## config.mk

```make
export PLATFORM = sky130hd
export DESIGN_NAME = time_set_ctrl
export DESIGN_NICKNAME = d
export VERILOG_FILES = /design/src/rtl/time_set_ctrl_pkg.sv /design/src/rtl/time_set_ctrl_inc.sv /design/src/rtl/time_set_ctrl.sv
export SDC_FILE = /design/constraint.sdc
export NUM_CORES = 1
export LEC_CHECK = 0
export CORE_MARGIN = 2
export CORE_UTILIZATION = 44
export CTS_BUF_LIST = sky130_fd_sc_hd__clkbuf_2
export DETAILED_ROUTE_END_ITERATION = 8
export PLACE_DENSITY = 0.79
export SYNTH_ARGS = -nofsm -noshare
export SYNTH_HDL_FRONTEND = slang
export SYNTH_SLANG_ARGS = --single-unit
```

## constraint.sdc

```tcl
create_clock -name clk -period 1.87 [get_ports clk]
set_clock_uncertainty 0.2 [all_clocks]
set_input_delay 0.187 -clock clk [delete_from_list [all_inputs] [get_ports clk]]
set_output_delay 0.187 -clock clk [all_outputs]
set_load 0.03 [all_outputs]
```

## src/rtl/time_set_ctrl_pkg.sv

```systemverilog
// Shared definitions for the time-set controller: BCD digit width and limit,
// controller state encoding and field-select codes.
package time_set_ctrl_pkg;

    localparam int unsigned BCD_BIT_WIDTH = 4;
    localparam logic [BCD_BIT_WIDTH-1:0] NINE = 4'd9;

    typedef enum logic [2:0] {
        ST_RUN      = 3'd0,
        ST_SET_HOUR = 3'd1,
        ST_SET_MIN  = 3'd2,
        ST_SET_SEC  = 3'd3,
        ST_COMMIT   = 3'd4
    } state_t;

    localparam logic [1:0] FSEL_NONE = 2'd0;
    localparam logic [1:0] FSEL_HOUR = 2'd1;
    localparam logic [1:0] FSEL_MIN  = 2'd2;
    localparam logic [1:0] FSEL_SEC  = 2'd3;

endpackage

```

## src/rtl/time_set_ctrl_inc.sv

```systemverilog
// Combinational two-digit BCD +1 with wrap to 00 after MAX_VAL.
module bcd2_wrap_inc
    import time_set_ctrl_pkg::*;
#(
    parameter logic [7:0] MAX_VAL = 8'h59
) (
    input  logic [BCD_BIT_WIDTH-1:0] i_hi,
    input  logic [BCD_BIT_WIDTH-1:0] i_lo,
    output logic [BCD_BIT_WIDTH-1:0] o_hi,
    output logic [BCD_BIT_WIDTH-1:0] o_lo
);

    // Increment low digit, carry into high digit at 9, wrap whole field at MAX_VAL
    always_comb begin
        o_hi = i_hi;
        o_lo = i_lo + 4'd1;
        if ({i_hi, i_lo} == MAX_VAL) begin
            o_hi = '0;
            o_lo = '0;
        end else if (i_lo == NINE) begin
            o_lo = '0;
            o_hi = i_hi + 4'd1;
        end
    end

endmodule

```

## src/rtl/time_set_ctrl.sv

```systemverilog
// Time-set sequencing controller for the hh:mm:ss BCD counter chain.
// Optional feature macro: TIME_SET_BLINK_EN (blink toggles on ticks while editing).
module time_set_ctrl
    import time_set_ctrl_pkg::*;
#(
    parameter logic [7:0] HOUR_MAX = 8'h23,
    parameter logic [7:0] MIN_MAX  = 8'h59
) (
    input  logic       clk,
    input  logic       rst,
    input  logic       tick_1hz,
    input  logic       btn_mode,
    input  logic       btn_inc,
    input  logic [3:0] cur_sec0,
    input  logic [3:0] cur_sec1,
    input  logic [3:0] cur_min0,
    input  logic [3:0] cur_min1,
    input  logic [3:0] cur_hour0,
    input  logic [3:0] cur_hour1,
    output logic       count_enable,
    output logic       load_value_enable,
    output logic [3:0] load_sec0,
    output logic [3:0] load_sec1,
    output logic [3:0] load_min0,
    output logic [3:0] load_min1,
    output logic [3:0] load_hour0,
    output logic [3:0] load_hour1,
    output logic [1:0] field_sel,
    output logic       blink
);

    state_t     r_state;
    state_t     w_next;
    logic [3:0] r_sec0, r_sec1, r_min0, r_min1, r_hour0, r_hour1;
    logic [3:0] w_sec0, w_sec1, w_min0, w_min1, w_hour0, w_hour1;

    bcd2_wrap_inc #(.MAX_VAL(HOUR_MAX)) u_inc_hour (
        .i_hi(r_hour1), .i_lo(r_hour0), .o_hi(w_hour1), .o_lo(w_hour0)
    );
    bcd2_wrap_inc #(.MAX_VAL(MIN_MAX)) u_inc_min (
        .i_hi(r_min1), .i_lo(r_min0), .o_hi(w_min1), .o_lo(w_min0)
    );
    bcd2_wrap_inc #(.MAX_VAL(MIN_MAX)) u_inc_sec (
        .i_hi(r_sec1), .i_lo(r_sec0), .o_hi(w_sec1), .o_lo(w_sec0)
    );

    // State register
    always_ff @(posedge clk) begin
        if (rst) r_state <= ST_RUN;
        else     r_state <= w_next;
    end

    // Next-state and per-state outputs
    always_comb begin
        w_next            = r_state;
        count_enable      = 1'b0;
        load_value_enable = 1'b0;
        field_sel         = FSEL_NONE;
        case (r_state)
            ST_RUN: begin
                count_enable = tick_1hz;
                if (btn_mode) w_next = ST_SET_HOUR;
            end
            ST_SET_HOUR: begin
                field_sel = FSEL_HOUR;
                if (btn_mode) w_next = ST_SET_MIN;
            end
            ST_SET_MIN: begin
                field_sel = FSEL_MIN;
                if (btn_mode) w_next = ST_SET_SEC;
            end
            ST_SET_SEC: begin
                field_sel = FSEL_SEC;
                if (btn_mode) w_next = ST_COMMIT;
            end
            ST_COMMIT: begin
                load_value_enable = 1'b1;
                w_next            = ST_RUN;
            end
            default: w_next = ST_RUN;
        endcase
    end

    // Shadow digits: snapshot on entry to set mode, increment selected field (mode wins over inc)
    always_ff @(posedge clk) begin
        if (rst) begin
            {r_hour1, r_hour0, r_min1, r_min0, r_sec1, r_sec0} <= '0;
        end else begin
            case (r_state)
                ST_RUN: if (btn_mode) begin
                    {r_hour1, r_hour0} <= {cur_hour1, cur_hour0};
                    {r_min1, r_min0}   <= {cur_min1, cur_min0};
                    {r_sec1, r_sec0}   <= {cur_sec1, cur_sec0};
                end
                ST_SET_HOUR: if (btn_inc && !btn_mode) {r_hour1, r_hour0} <= {w_hour1, w_hour0};
                ST_SET_MIN:  if (btn_inc && !btn_mode) {r_min1, r_min0}   <= {w_min1, w_min0};
                ST_SET_SEC:  if (btn_inc && !btn_mode) {r_sec1, r_sec0}   <= {w_sec1, w_sec0};
                default: ;
            endcase
        end
    end

    assign load_sec0  = r_sec0;
    assign load_sec1  = r_sec1;
    assign load_min0  = r_min0;
    assign load_min1  = r_min1;
    assign load_hour0 = r_hour0;
    assign load_hour1 = r_hour1;

`ifdef TIME_SET_BLINK_EN
    logic r_blink;
    logic w_in_set;

    assign w_in_set = (r_state == ST_SET_HOUR) || (r_state == ST_SET_MIN) || (r_state == ST_SET_SEC);

    // Blink toggles per tick while editing; held at 0 outside set mode so entry starts cleared
    always_ff @(posedge clk) begin
        if (rst)                 r_blink <= 1'b0;
        else if (!w_in_set)      r_blink <= 1'b0;
        else if (tick_1hz)       r_blink <= ~r_blink;
    end

    assign blink = r_blink & w_in_set;
`else
    assign blink = 1'b0;
`endif

endmodule

```

==> results of run 1 <==
-- cells by family (layout without fill, tap and decap cells) --
family / after synthesis / after routing / synth area share
buffers and inverters: 23 / 112 / 0.0511
XOR/XNOR: 3 / 3 / 0.0141
other: 1 / 1 / 0.00202
AO/OA/AOI/OAI: 79 / 79 / 0.301
adder cells (fa/ha/maj): 12 / 12 / 0.0808
flip-flops: 27 / 27 / 0.291
AND/OR/NAND/NOR: 79 / 80 / 0.260
-- layout by cell type, fill, tap and decap left out, types with 5 or more instances in the layout --
cell / instances
clkdlybuf4s50_1: 28
nand3_1: 5
a21oi_1: 22
a211oi_1: 9
buf_6: 6
ha_1: 12
nor2_1: 13
nor3b_1: 5
dlygate4sd2_1: 24
nor3_1: 9
dfxtp_2: 7
nand2_1: 8
buf_4: 36
o21ai_0: 10
inv_1: 12
dfxtp_1: 17
-- power groups by stage --
stage               Sequential (µW)  Clock [µW]  Combinational, µW
CTS                             717         258                800
finish                          722         252                907
global placement                731           0                762
floorplan                       838           0                324
detailed placement              733           0                774
global route                    734         287                969
-- cell type report --
type                    instances  area, µm²
flip-flops and latches         27        561
clock buffers                   4       20.0
repair buffers                 96        848
fillers                       307       1060
inverters                      12       45.0
multi-input cells             175       1430
well taps                      50       62.6
-- cell usage after synthesis (all sizes together) (2+ instances only) --
library cell,instances,area (µm²)
nand2b,4,25.0
inv,12,45.0
and2,6,37.5
and3b,5,45.0
ha,12,150
nor3,11,55.1
or2,2,12.5
a211oi,14,110
o31ai,2,15.0
o32ai,2,17.5
o21ai,13,65.1
a21oi,24,120
clkbuf,6,22.5
nor3b,6,45.0
nand2,8,30.0
nand3b,4,30.0
xnor2,3,26.3
a21bo,2,20.0
or3b,4,37.5
a2bb2oi,2,17.5
nand4b,2,17.5
buf,5,27.5
nor2b,3,18.8
nor4b,4,41.3
nor2,13,48.8
a2111oi,2,17.5
nand3,5,25.0
a32o,3,30.0
dfxtp,27,541
a211o,2,17.5
-- routing by layer --
metal	vias to the layer above	part of all wire	global-route usage
li1	1025	-	-
met1	1038	0.45	0.303
met2	74	0.48	0.385
met3	14	0.042	0.0249
met4	0	0.024	0.0741
met5	-	0	0
-- worst min path at each step --
stage                         end          from  slack, ps  cells after the start
CTS                 load_hour1[2]  cur_hour1[2]        140                      3
global route        load_hour1[2]  cur_hour1[2]        130                      3
global placement     load_min0[3]  load_min0[3]        310                      2
finish              load_hour1[2]  cur_hour1[2]        160                      3
floorplan            load_sec1[1]   cur_sec1[1]        140                      2
detailed placement   load_min0[3]  load_min0[3]        320                      2
-- flip-flops by register name (all words and copies together), names as in the netlist --
register    flops
r_state         3
load_sec0       4
load_sec1       4
load_hour1      4
load_min0       4
load_min1       4
load_hour0      4
-- through the flow --
stage | hold slack, ps | instance area (µm²) | utilization | instances
after floorplan | 141 | 1880 | - | 224
after global placement | 306 | 2670 | 0.664 | 349
after detailed placement | 322 | 2670 | 0.664 | 349
after CTS | 138 | 2790 | 0.693 | 361
after global routing | 127 | 2970 | 0.736 | 364
final | 159 | 2970 | 0.736 | 364
-- worst min-delay path, delay by kind of cell --
family | cells | cell delay, ps
compound gates | 1 | 90
buf+inv | 1 | 400
simple gates | 1 | 60
-- what timing repair did --
action,CTS,global route
pin swaps,5,13
hold buffers,0,0
resized for setup,49,30
setup endpoints to repair,46,22
buffers inserted,8,2
hold endpoints to repair,0,0
cloned,0,1
==> results.sh, run 1 <==
export IMPL_status="finished with violations"
export IMPL_violations="setup timing"
export IMPL_layout_setup_ws_ps=-28.2
export IMPL_drt_iter0_drc=109
export IMPL_rsz0062_at_grt="true"
export IMPL_finalWorstPathRequiredPeriod_ps=1900
export IMPL_critPathLaunch="r_state[1]"
export IMPL_hold_viol_final=0
export IMPL_grt_antenna_before_repair=0
export IMPL_synth_edff_count=0
export IMPL_grt_max_degree=19
export IMPL_preCtsSetupSlack_ps=-241
export IMPL_end_kind="flip-flop"
export IMPL_grt_ovfl_total=0
export IMPL_syn_cell_area_um2=1860
export IMPL_clock_latency_ps=380
export IMPL_path_depth=6
export IMPL_fin_nets=356
export IMPL_totalWireLength_um=6150
export IMPL_diodes=0
export IMPL_fmax_mhz=527
export IMPL_crit_end="load_sec1[0]"
export IMPL_cts_root_buffer="clkbuf_2"
export IMPL_clkTransAtPathRegs_ps=290
export IMPL_cts_tree="yes"
export IMPL_die_h_um=69.0
export IMPL_r2r_cells=6
export IMPL_peakVddDrop_uv=302
export IMPL_syn_area_per_cell_um2=8.30
export IMPL_viasPerCell=5.91
export IMPL_netlist_instances=224
export IMPL_crit_type="flip-flop to flip-flop"
export IMPL_cp_start_kind="flip-flop"
export IMPL_clockBufferDepth=2
export IMPL_clockPowerShare=0.134
export IMPL_yosys_warnings=0
export IMPL_wl_per_cell_um=16.9
export IMPL_hold_path_class="input pin to flip-flop"
export IMPL_htreeDepth=1
export IMPL_grt_pass1_vias=2013
export IMPL_tns_ps=-156
export IMPL_pwr_share_comb=0.482
export IMPL_worstPathArrival_ps=2020
export IMPL_drive_above_1_share=0.299
export IMPL_switching_power_uw=753
export IMPL_max_cap_violations=0
export IMPL_path_buf_inv=2
export IMPL_syn_nets=265
export IMPL_io_pins=58
export IMPL_async_flop_share=0
export IMPL_cts_sinks=27
export IMPL_dp_hpwl_um=3620
export IMPL_dieWidth_um=69.0
export IMPL_ant_nets=0
export IMPL_setup_viol=8
export IMPL_drv_slew=0
export IMPL_vias=2151
export IMPL_synth_flop_cell="dfxtp_1"
export IMPL_slowest_stage="dfxtp_4"
export IMPL_area_growth_syn_to_layout_pct=59.6
export IMPL_rr_endpoint="load_sec1[0]"
export IMPL_crit_chain="buf_6 > or3b_4 > a221oi_4 > buf_6 > o311a_1 > nor2_1"
export IMPL_intPower_uw=1130
export IMPL_grt_pass1_wl_um=9200
export IMPL_gp_congestion=0.868
export IMPL_cts_made_buffers=3
export IMPL_path_delay_family="compound AO/OA/AOI/OAI gates"
export IMPL_synth_seq_cells=27
export IMPL_critical_path_max_stage_delay_ps=430
export IMPL_drc_errors=0
export IMPL_cp_common_cell="buf_6"
export IMPL_fin_crit_sh=1.02
export IMPL_rows=23
export IMPL_rr_startpoint="r_state[1]"
export IMPL_yosysSeqAreaShare=0.291
export IMPL_reg2reg_slack_ps=-30
export IMPL_track_usage=0.228
export IMPL_critPathMaxFanout=6
export IMPL_power_density_nw_per_um2=634
export IMPL_initial_core_util=0.461
export IMPL_io_buffers=56
export IMPL_pwr_share_seq=0.384
export IMPL_swShare=0.400
export IMPL_synth_cell_type_count=53
export IMPL_dr_pass1_iters=4
export IMPL_required_ps=1990
export IMPL_core_area_um2=4030
export IMPL_total_power_uw=1880
export IMPL_dieArea_um2=4760
export IMPL_leakagePower_uw=0.00125
Power figures use the tool's default switching activity.
==> run 2: changes to the inputs <==
Settings changed: CORE_UTILIZATION 44 to 59, DONT_BUFFER_PORTS from default to 1, PLACE_DENSITY 0.79 to 0.78, TNS_END_PERCENT from default to 50.
==> run 2 against run 1 <==
The flow finishes with violations (hold timing, setup timing). Cell count decreased by 12%. Global-route usage is 6.5 points higher. Critical path depth down 1. Non-clock buffer count decreased by 37. Worst hold slack got worse by 540 ps. Design area decreased by 16%. Sequential cell count unchanged. Sequential share of layout area grew 3.4 points. Register-to-register slack got worse by 70 ps. Worst setup slack lost 70 ps. Utilization grew 8.8 points. Total power down 8.9%. Critical endpoint is now load_sec1[2]. Largest power group unchanged.
==> results.sh, run 2 (synthesis results as in run 1) <==
export IMPL_status="finished with violations"
export IMPL_violations="hold timing, setup timing"
export IMPL_grt_pass1_vias=1909
export IMPL_switching_power_uw=683
export IMPL_htreeDepth=1
export IMPL_clockBufferDepth=2
export IMPL_cp_start_kind="flip-flop"
export IMPL_max_cap_violations=0
export IMPL_grt_antenna_before_repair=0
export IMPL_drive_above_1_share=0.348
export IMPL_setup_viol=6
export IMPL_pwr_share_comb=0.445
export IMPL_dieArea_um2=3620
export IMPL_post_route_util=0.824
export IMPL_preCtsSetupSlack_ps=-106
export IMPL_dieWidth_um=60.1
export IMPL_required_ps=2000
export IMPL_diodes=0
export IMPL_end_kind="flip-flop"
export IMPL_layout_setup_ws_ps=-97.8
export IMPL_layout_commonest_cell="buf_4"
export IMPL_swShare=0.398
export IMPL_peakVddDrop_uv=477
export IMPL_finalWorstPathRequiredPeriod_ps=1970
export IMPL_grt_pass1_wl_um=8200
export IMPL_power_density_nw_per_um2=687
export IMPL_grt_max_degree=25
export IMPL_pwr_share_seq=0.418
export IMPL_io_buffers=0
export IMPL_clock_latency_ps=380
export IMPL_die_h_um=60.1
export IMPL_totalWireLength_um=5200
export IMPL_area_growth_syn_to_layout_pct=34.2
export IMPL_drv_slew=0
export IMPL_hold_viol_final=20
export IMPL_clockPowerShare=0.138
export IMPL_fin_nets=318
export IMPL_worstPathArrival_ps=2100
export IMPL_cts_made_buffers=3
export IMPL_gp_congestion=0.846
export IMPL_drc_errors=0
export IMPL_rsz0062_at_grt="true"
export IMPL_critPathMaxFanout=5
export IMPL_dp_hpwl_um=3540
export IMPL_mostFrequentLayoutCells="buf_4, a21oi_1, dfxtp_1, nor2_1, inv_1"
export IMPL_drt_iter0_drc=83
export IMPL_cts_hold_buf=9
export IMPL_intPower_uw=1030
export IMPL_ant_nets=0
export IMPL_fin_hold_ws_ps=-386
export IMPL_dr_pass1_iters=4
export IMPL_viasPerCell=6.19
export IMPL_initial_core_util=0.614
export IMPL_track_usage=0.293
export IMPL_fmax_mhz=508
export IMPL_leakagePower_uw=0.00102
export IMPL_grt_ovfl_total=0
export IMPL_rows=20
export IMPL_io_pins=58
export IMPL_cts_sinks=27
export IMPL_vias=1980
export IMPL_cts_tree="yes"
export IMPL_clkTransAtPathRegs_ps=290
export IMPL_wl_per_cell_um=16.3
export IMPL_core_area_um2=3030
export IMPL_crit_type="flip-flop to flip-flop"
export IMPL_fin_crit_sh=1.05
export IMPL_cts_root_buffer="clkbuf_2"
export IMPL_hold_path_class="input pin to flip-flop"
==> run 2: metrics by stage <==
| stage | setup TNS, ps | instance area [µm²] | std cells | total power [µW] |
|---|---|---|---|---|
| after floorplan | -116 | 1880 | 224 | 1160 |
| after global placement | -4.60 | 2220 | 302 | 1350 |
| after detailed placement | -454 | 2220 | 302 | 1380 |
| after CTS | -260 | 2390 | 318 | 1650 |
| after global routing | -1010 | 2490 | 320 | 1810 |
| final | -297 | 2490 | 320 | 1710 |
==> run 2: cell type report <==
type	instances	area [µm²]
multi-input combinational	174	1340
sequential	27	557
fill	190	533
timing repair buffer	59	477
tap	44	55.1
inverter	12	45.0
clock buffer	3	15.0
clock inverter	1	5.00
==> run 2: repair_timing <==
| action | CTS | global route |
|---|---|---|
| setup buffers | 3 | 2 |
| resized for setup | 11 | 25 |
| pin swaps | 2 | 9 |
| hold endpoints to repair | 27 | 20 |
| setup endpoints to repair | 18 | 26 |
==> run 2: routing by layer <==
metal,wire length [µm],share of wire,track usage,vias up
met5,0,0,0,-
met3,351,0.067,0.0758,14
met1,2130,0.41,0.335,941
met4,174,0.033,0.133,0
li1,-,-,-,950
met2,2550,0.49,0.506,75
==> run 2: worst max-delay path, stage by stage (launching register included) <==
cell      delay (ps)
dfxtp_4          430
buf_6            120
or3b_4           390
a221oi_4         380
o31ai_1          130
a32o_1           260
==> run 2: worst paths after layout <==
kind           startpoint            end  slack, ps  cells after the start
max            r_state[0]   load_sec1[2]       -100                      5
min                   rst  load_hour1[2]       -390                      1
max reg2reg    r_state[0]   load_sec1[2]       -100                      5
min reg2reg  load_min1[1]   load_min1[1]        310                      2
==> run 2: power by group through the flow <==
stage | registers (µW) | logic, µW | clock network (µW)
2_1_floorplan | 838 | 324 | 0
6_report | 716 | 762 | 236
3_5_place_dp | 721 | 659 | 0
3_3_place_gp | 716 | 632 | 0
5_1_grt | 725 | 826 | 257
4_1_cts | 709 | 705 | 237
==> run 3: changes to the inputs <==
Settings changed: GPL_ROUTABILITY_DRIVEN from default to 1.
==> results of run 3 <==
Final layout, timing and power as in run 2 (identical DEF).
